**src/rtl/ram_clear_pkg.sv**
```systemverilog
// Shared types and elaboration helpers for the RAM clear controller.
package ram_clear_pkg;

    typedef enum logic [2:0] {
        StIdle,
        StWaitLock,
        StIssue,
        StGapWait,
        StDone
    } clr_state_e;

    function automatic int unsigned max_u(input int unsigned a, input int unsigned b);
        return (a > b) ? a : b;
    endfunction

    // Bits needed to hold 0..v, never less than 1.
    function automatic int unsigned clog2_min1(input int unsigned v);
        int unsigned r;
        r = 1;
        while (r < 32 && (64'd1 << r) <= 64'(v)) r++;
        return r;
    endfunction

endpackage

```
**src/rtl/clear_port_hs.sv**
```systemverilog
// Per-target write request with a sticky "accepted" flag; AckMode selects
// ack-pulse handshake (1) or Avalon waitrequest handshake (0).
module clear_port_hs #(
    parameter bit AckMode = 1'b1
) (
    input  logic clk_sys,
    input  logic RESET,
    input  logic issue,
    input  logic active,
    input  logic clr,
    input  logic resp,
    output logic we,
    output logic ok
);

    logic ok_q;
    logic ok_d;
    logic fire;

    always_comb begin
        we   = issue & active & ~ok_q;
        fire = we & (AckMode ? resp : ~resp);
        // An inactive target never gets a strobe but must not stall the pass.
        ok   = ok_q | fire | ~active;
        ok_d = clr ? 1'b0 : (ok_q | fire);
    end

    always_ff @(posedge clk_sys) begin
        if (!RESET) begin
            ok_q <= 1'b0;
        end else begin
            ok_q <= ok_d;
        end
    end

endmodule

```
**src/rtl/ram_clear_ctrl.sv**
```systemverilog
// Whole-memory zero-fill sequencer for SDRAM and DDR3 driven from one shared
// address counter with a programmable inter-address gap.
module ram_clear_ctrl
    import ram_clear_pkg::*;
#(
    parameter int unsigned SDR_AW = 25,
    parameter int unsigned DDR_AW = 28,
    parameter int unsigned GAP    = 8
) (
    input  logic              clk_sys,
    input  logic              RESET,
    input  logic              start,
    input  logic              abort,
    input  logic              pll_locked,
    output logic              sdr_we,
    output logic [SDR_AW-1:0] sdr_addr,
    input  logic              sdr_ack,
    output logic              ddr_we,
    output logic [DDR_AW-1:0] ddr_addr,
    input  logic              ddr_busy,
    output logic              busy,
    output logic              done,
    output logic [7:0]        progress
);

    localparam int unsigned CW = max_u(SDR_AW, DDR_AW);
    localparam int unsigned GW = clog2_min1(GAP);

    localparam logic [CW:0]   SdrLim  = (CW+1)'(64'd1 << SDR_AW);
    localparam logic [CW:0]   DdrLim  = (CW+1)'(64'd1 << DDR_AW);
    localparam logic [CW-1:0] AddrMax = '1;

    clr_state_e    state_q, state_d;
    logic [CW-1:0] addr_q, addr_d;
    logic [GW-1:0] gap_q, gap_d;
    logic          done_q, done_d;

    logic in_issue;
    logic sdr_active, ddr_active;
    logic sdr_ok, ddr_ok;
    logic both_ok;
    logic flag_clr;

    assign in_issue   = (state_q == StIssue);
    assign sdr_active = ({1'b0, addr_q} < SdrLim);
    assign ddr_active = ({1'b0, addr_q} < DdrLim);
    assign both_ok    = in_issue & sdr_ok & ddr_ok;
    // Flags only matter inside ISSUE; clearing elsewhere also covers abort.
    assign flag_clr   = both_ok | ~in_issue;

    clear_port_hs #(
        .AckMode (1'b1)
    ) u_sdr_hs (
        .clk_sys (clk_sys),
        .RESET   (RESET),
        .issue   (in_issue),
        .active  (sdr_active),
        .clr     (flag_clr),
        .resp    (sdr_ack),
        .we      (sdr_we),
        .ok      (sdr_ok)
    );

    clear_port_hs #(
        .AckMode (1'b0)
    ) u_ddr_hs (
        .clk_sys (clk_sys),
        .RESET   (RESET),
        .issue   (in_issue),
        .active  (ddr_active),
        .clr     (flag_clr),
        .resp    (ddr_busy),
        .we      (ddr_we),
        .ok      (ddr_ok)
    );

    always_comb begin
        state_d = state_q;
        addr_d  = addr_q;
        gap_d   = gap_q;
        done_d  = done_q;

        if (abort && state_q != StIdle) begin
            state_d = StIdle;
            done_d  = 1'b0;
        end else begin
            unique case (state_q)
                StIdle: begin
                    if (start && !abort) begin
                        done_d = 1'b0;
                        if (pll_locked) begin
                            state_d = StIssue;
                            addr_d  = '0;
                        end else begin
                            state_d = StWaitLock;
                        end
                    end
                end
                StWaitLock: begin
                    if (pll_locked) begin
                        state_d = StIssue;
                        addr_d  = '0;
                    end
                end
                StIssue: begin
                    if (both_ok) begin
                        if (addr_q == AddrMax) begin
                            state_d = StDone;
                            done_d  = 1'b1;
                        end else if (GAP == 0) begin
                            addr_d = addr_q + 1'b1;
                        end else begin
                            state_d = StGapWait;
                            gap_d   = GW'(GAP - 1);
                        end
                    end
                end
                StGapWait: begin
                    if (gap_q == '0) begin
                        state_d = StIssue;
                        addr_d  = addr_q + 1'b1;
                    end else begin
                        gap_d = gap_q - 1'b1;
                    end
                end
                StDone: begin
                    state_d = StIdle;
                end
                default: begin
                    state_d = StIdle;
                end
            endcase
        end
    end

    always_ff @(posedge clk_sys) begin
        if (!RESET) begin
            state_q <= StIdle;
            addr_q  <= '0;
            gap_q   <= '0;
            done_q  <= 1'b0;
        end else begin
            state_q <= state_d;
            addr_q  <= addr_d;
            gap_q   <= gap_d;
            done_q  <= done_d;
        end
    end

    assign busy     = (state_q == StWaitLock) || (state_q == StIssue) || (state_q == StGapWait);
    assign done     = done_q;
    assign sdr_addr = addr_q[SDR_AW-1:0];
    assign ddr_addr = addr_q[DDR_AW-1:0];

    generate
        if (CW >= 8) begin : g_prog_top
            assign progress = addr_q[CW-1 -: 8];
        end else begin : g_prog_ext
            assign progress = 8'(addr_q);
        end
    endgenerate

endmodule

```
**config.mk**
```make
export PLATFORM = sky130hd
export DESIGN_NAME = ram_clear_ctrl
export DESIGN_NICKNAME = d
export VERILOG_FILES = /design/src/rtl/ram_clear_pkg.sv /design/src/rtl/clear_port_hs.sv /design/src/rtl/ram_clear_ctrl.sv
export SDC_FILE = /design/constraint.sdc
export NUM_CORES = 1
export LEC_CHECK = 0
export BUFFER_PORTS_ARGS = -buffer_cell sky130_fd_sc_hd__buf_2
export CAP_MARGIN = 25
export CORE_AREA = 2 2 68 102
export DETAILED_ROUTE_END_ITERATION = 16
export DIE_AREA = 0 0 70 104
export SLEW_MARGIN = 15
export SYNTH_ARGS = -nofsm -noshare
export SYNTH_HDL_FRONTEND = slang
export SYNTH_SLANG_ARGS = --single-unit
```
**constraint.sdc**
```tcl
create_clock -name clk_sys -period 2.22 [get_ports clk_sys]
set_input_delay 0.333 -clock clk_sys [delete_from_list [all_inputs] [get_ports clk_sys]]
set_output_delay 0.333 -clock clk_sys [all_outputs]
set_load 0.01 [all_outputs]
```
Word level (Yosys, flattened, before mapping)
Index checks and enable logic that the tools add are counted.
- register bits after elaboration: 38
- output and inout port bits: 65
- add/sub/neg operators: 2
- magnitude comparators: 1
- eq/ne operators: 11
- mux-type cells: 19
- bitwise gates (word level): 18
- reduce and logical (&&, ||, !) cells: 17
- operator list (operator ; count):
    $mux 28 ; 3
    $pmux 28 s3 ; 1
    $add 28x1->28 const B ; 1
    $eq 28x28->1 const B ; 1
    $lt 28x26->1 const B ; 1
    $mux 3 ; 5
    $mux 4 ; 3
    $pmux 3 s4 ; 1
    $reduce_and 4->1 ; 3
    $ne 2x2->1 const B ; 5
    $pmux 4 s2 ; 1
    $and 1x1->1 ; 7
    $not 1->1 ; 7
    $eq 3x2->1 const B ; 2
    $reduce_bool 3->1 ; 2
    $reduce_and 5->1 ; 1
    $logic_not 4->1 ; 1
    $ne 2x1->1 const B ; 2
    $or 1x1->1 ; 4
    $reduce_bool 2->1 ; 2
    $reduce_or 2->1 ; 2
    $sub 4x1->4 const B ; 1
    $eq 3x1->1 const B ; 1
    $logic_not 3->1 ; 1
    6 further kinds ; 10

Longest topological paths before layout
- word-level depth: 10
- depth in mapped cells: 9
- gate-level depth less buffers: 7

By module
From an unflattened synthesis, not the netlist that was laid out.
- cells, all modules: 289
- area total of the unflattened synthesis: 2387.3 µm²
- modules (own cells, without submodules) (module ; instances ; cells an instance ; area an instance (µm²) ; seq. area each (µm²)):
    ram_clear_ctrl ; 1 ; 275 ; 2267.2 ; 720.7
    clear_port_hs (u_ddr_hs) ; 1 ; 8 ; 60.1 ; 20.0
    clear_port_hs (u_sdr_hs) ; 1 ; 6 ; 60.1 ; 20.0

Least setup slack after synthesis
OpenSTA, ideal clock, no wires.
- path kind: register to register
- from: register gap_q[0]
- to: register addr_q[25], in the netlist ddr_addr[25]
- setup time: 0.070 ns
- data arrival time: 2.135 ns
- required time: 2.150 ns
- slack: 0.015 ns
- stages on the path, launching flop included: 10
- path buffers: 2
- cell sequence: dfxtp_1 inv_1 ha_1 nor3b_2 o22ai_1 or4b_1 buf_2 buf_6 or3_1 a21oi_1
- longest elaborated chain between the ends: 3
- RTL lines (element ; line ; text):
    start, declared ; ram_clear_ctrl.sv:35 ; logic [GW-1:0] gap_q, gap_d;
    start signal, assigned ; ram_clear_ctrl.sv:145 ; gap_q <= gap_d;
    $logic_not 4->1 ; ram_clear_ctrl.sv:119 ; if (gap_q == '0) begin
    $ne 2x2->1 (no source line) ; -- ;
    $reduce_and 4->1 (no source line) ; -- ;
    end signal, assigned ; ram_clear_ctrl.sv:144 ; addr_q <= addr_d;
    end, declared ; ram_clear_ctrl.sv:34 ; logic [CW-1:0] addr_q, addr_d;
No other way between the ends.
A chain may end at the register's enable or synchronous reset.

Final worst setup path
- from: register gap_q[1]
- to: register addr_q[17], in the netlist ddr_addr[17]
The elaborated chain is that of the path after synthesis.

==> summary.md <==
| Metric | Value |
|---|---|
| Outcome | complete, no violations |
| Vias | 2,113 |
| Vias per inst | 5.09 |
| Share of Yosys cell area claimed by the top area cell type | 35.1% |
| Deepest clock path buffer count | 2 |
| Pwr/cell area | 547 nW/um2 |
| Synth Register Bits | 38 |
| Final worst path period need | 2.17 ns |
| Die H | 104 um |
| I/O pin count | 72 |
| H-tree depth | 2 |
| Initial Util | 33.9% |
| Crit Path Class | flip-flop to flip-flop |
| Area after DPL | 2550 um2 |
| CTS Hold Buffers Added | 0 |
| Fmax | 462 MHz |
| Clock Latency Late Sink | 0.30 ns |
| Clk_skew | 0.0195 ns |
| Clk slew on worst S/H paths | 0.08 ns |
| Total global routing overflow | 0 |
| Synth Warn # | 0 |
| P_leak | 1.17 nW |
| Antenna violations before repair | 0 |
| Row Count | 36 |
| Worst slack, placed | 0.0468 ns |
| Mean Syn Cell Area | 8.06 um2 |
| N_diodes | 0 |
| Most frequent cells in the layout | buf_2 (72), dfxtp_1 (35), buf_4 (32) |
| Asr flop ratio synth | 0% |
| Layout area overhead | 25.2% |
| Syn Nets | 278 |
| Remaining DRCs | 0 |
| PortBufs | 71 |
| Register area share after synthesis | 35.1% |
| Worst VDD drop | 207 uV |
| Synth Cell Area | 2170 um2 |
| CP arrival | 2.40 ns |
| Final worst slack | 0.0535 ns |
| Critical Path Fanout Max | 8 |
| RSZ-0062 raised after global routing | true |
| DR pass1 iterations | 4 |
| Overall Power | 1.49 mW |
| Initial DRC Count | 93 |
| Hold_ws | 0.234 ns |
| Post-Syn Instances | 269 |
| Slew HR | 63.4% |
| Final Max Tran Viols | 0 |
| DP HPWL | 4090 um |
| R2R depth | 9 |
| Placed Cells | 403 |
| Worst Hold Class | input port to flip-flop |
| DR WL/cell | 13.1 um |
| Final instance area | 2720 um2 |
| Tot GR Track Use | 14.5% |
| Min-Delay Path Depth | 2 |
| Pin count of the biggest net entering global routing | 18 |
| Routed WL | 5430 um |
| CTS Sinks | 38 |
| Post-route insts no fill | 415 |
| Crit end category | flip-flop |
| Top cell type by total area after synthesis | dfxtp_1 |
| Core box area | 6400 um2 |
| Final GP Congestion | 0.873 |
| CTS tree | built |
| Remaining antenna violation count after routing | 0 |
| Layout Nets | 347 |
| First-pass GRT wire length | 8640 um |
| CTS buffer count | 5 |
| Final worst-path cycle share | 97.6% |
| Die W | 70 um |
| Ranking of synthesized cells by area | dfxtp_1 (35%), buf_4 (12%), a21oi_1 (4.8%) |
| Worst setup SP type | flip-flop |
| Maxcap violations | 0 |
| EDFF count, synth | 0 |
| Die Area | 7280 um2 |
| Most common cell after layout, fill and taps aside | buf_2 |
| Final hold viol count | 0 |
| Root buf cell | clkbuf_8 |
| Most used DFF post-synth | dfxtp_1 |
| Share of cells above drive strength 1 | 38.1% |
| Slew of the pin with the lowest slew margin | 0.545 ns |
| Critical Path RT | 2.45 ns |
| Setup violators final | 0 |
| Vias in the first global route | 1,895 |
| Synth unique cells | 43 |
## worst max-delay path, stage by stage (launching register included)
cell     delay [ns]
dfxtp_2        0.32
inv_2          0.06
ha_4           0.14
nor3b_4        0.20
o22ai_2        0.12
or4b_4         0.55
buf_6          0.15
buf_6          0.11
or3_1          0.33
a21oi_1        0.12
## state kept, by name, summed over array words and instances (netlist names)
signal         count
state_q            3
gap_q              4
u_sdr_hs.ok_q      1
u_ddr_hs.ok_q      1
ddr_addr          28
done               1
## routing by layer
metal / vias to the layer above / wire (um) / track usage (%)
li1: 1070 / - / -
met3: 7 / 245 / 3.59
met1: 977 / 2230 / 15.4
met5: - / 0 / 0
met2: 59 / 2870 / 26.9
met4: 0 / 82 / 5.22
## what timing repair did
action                     CTS  global route
setup buffers                0             3
setup endpoints to repair    0            12
gates resized for setup      0            15
## layout make-up
type                            instances  area [um2]
Clock buffer                            6        72.6
Timing Repair Buffer                  106         623
Inverter                               10        37.5
Fill cell                             661        3680
Clock inverter                          2        13.8
Multi-Input combinational cell        177        1110
Tap cell                               76        95.1
Sequential cell                        38         764
## cells by family (layout without fill, tap and decap cells)
kind of cell	after synthesis	after routing	synth area share (%)
fa+ha+maj	2	2	1.15
compound gates	56	56	15.9
simple gates	108	108	27.4
buf+inv	54	124	16.0
xor+xnor	11	11	4.44
flops	38	38	35.1
## report_power, final
group / total (mW) / internal, mW / switching (mW)
registers: 0.722 / 0.698 / 0.0237
clock network: 0.476 / 0.222 / 0.254
logic: 0.289 / 0.121 / 0.168
## worst paths after layout
| check | startpoint | end | slack [ns] |
|---|---|---|---|
| hold reg to reg | done$_SDFFE_PP0P_ | done$_SDFFE_PP0P_ | 0.48 |
| setup reg to reg | gap_q[1]$_SDFFE_PN0P_ | ddr_addr[17]$_SDFFE_PN0P_ | 0.05 |
| hold / removal | sdr_ack | u_ddr_hs.ok_q$_SDFF_PP0_ | 0.23 |
| setup / recovery | gap_q[1]$_SDFFE_PN0P_ | ddr_addr[17]$_SDFFE_PN0P_ | 0.05 |
## per-stage QoR
stage               TNS [ns]  utilization (%)
finish                     0             42.4
global route          -0.133             42.4
CTS                        0             41.2
detailed placement         0             39.9
global placement           0             39.9
floorplan                  0                -
## cells in the mapped netlist (2+ instances only)
master and n:
dfxtp_1 38, nand2_1 18, a21oi_1 21, buf_4 34, nand4_1 8, xnor2_1 11
or3_1 12, nor4b_1 2, o22ai_1 2, buf_2 2, or4_1 7, nor3b_1 2
clkbuf_1 6, a311oi_1 2, nor2b_1 2, nand2b_1 2, buf_6 2, or2_2 2
o31ai_1 8, inv_1 10, nor4_1 5, ha_1 2, nand3_1 8, nor3_1 10
o21ai_0 13, nor2_1 23
Power figures use the tool's default switching activity.
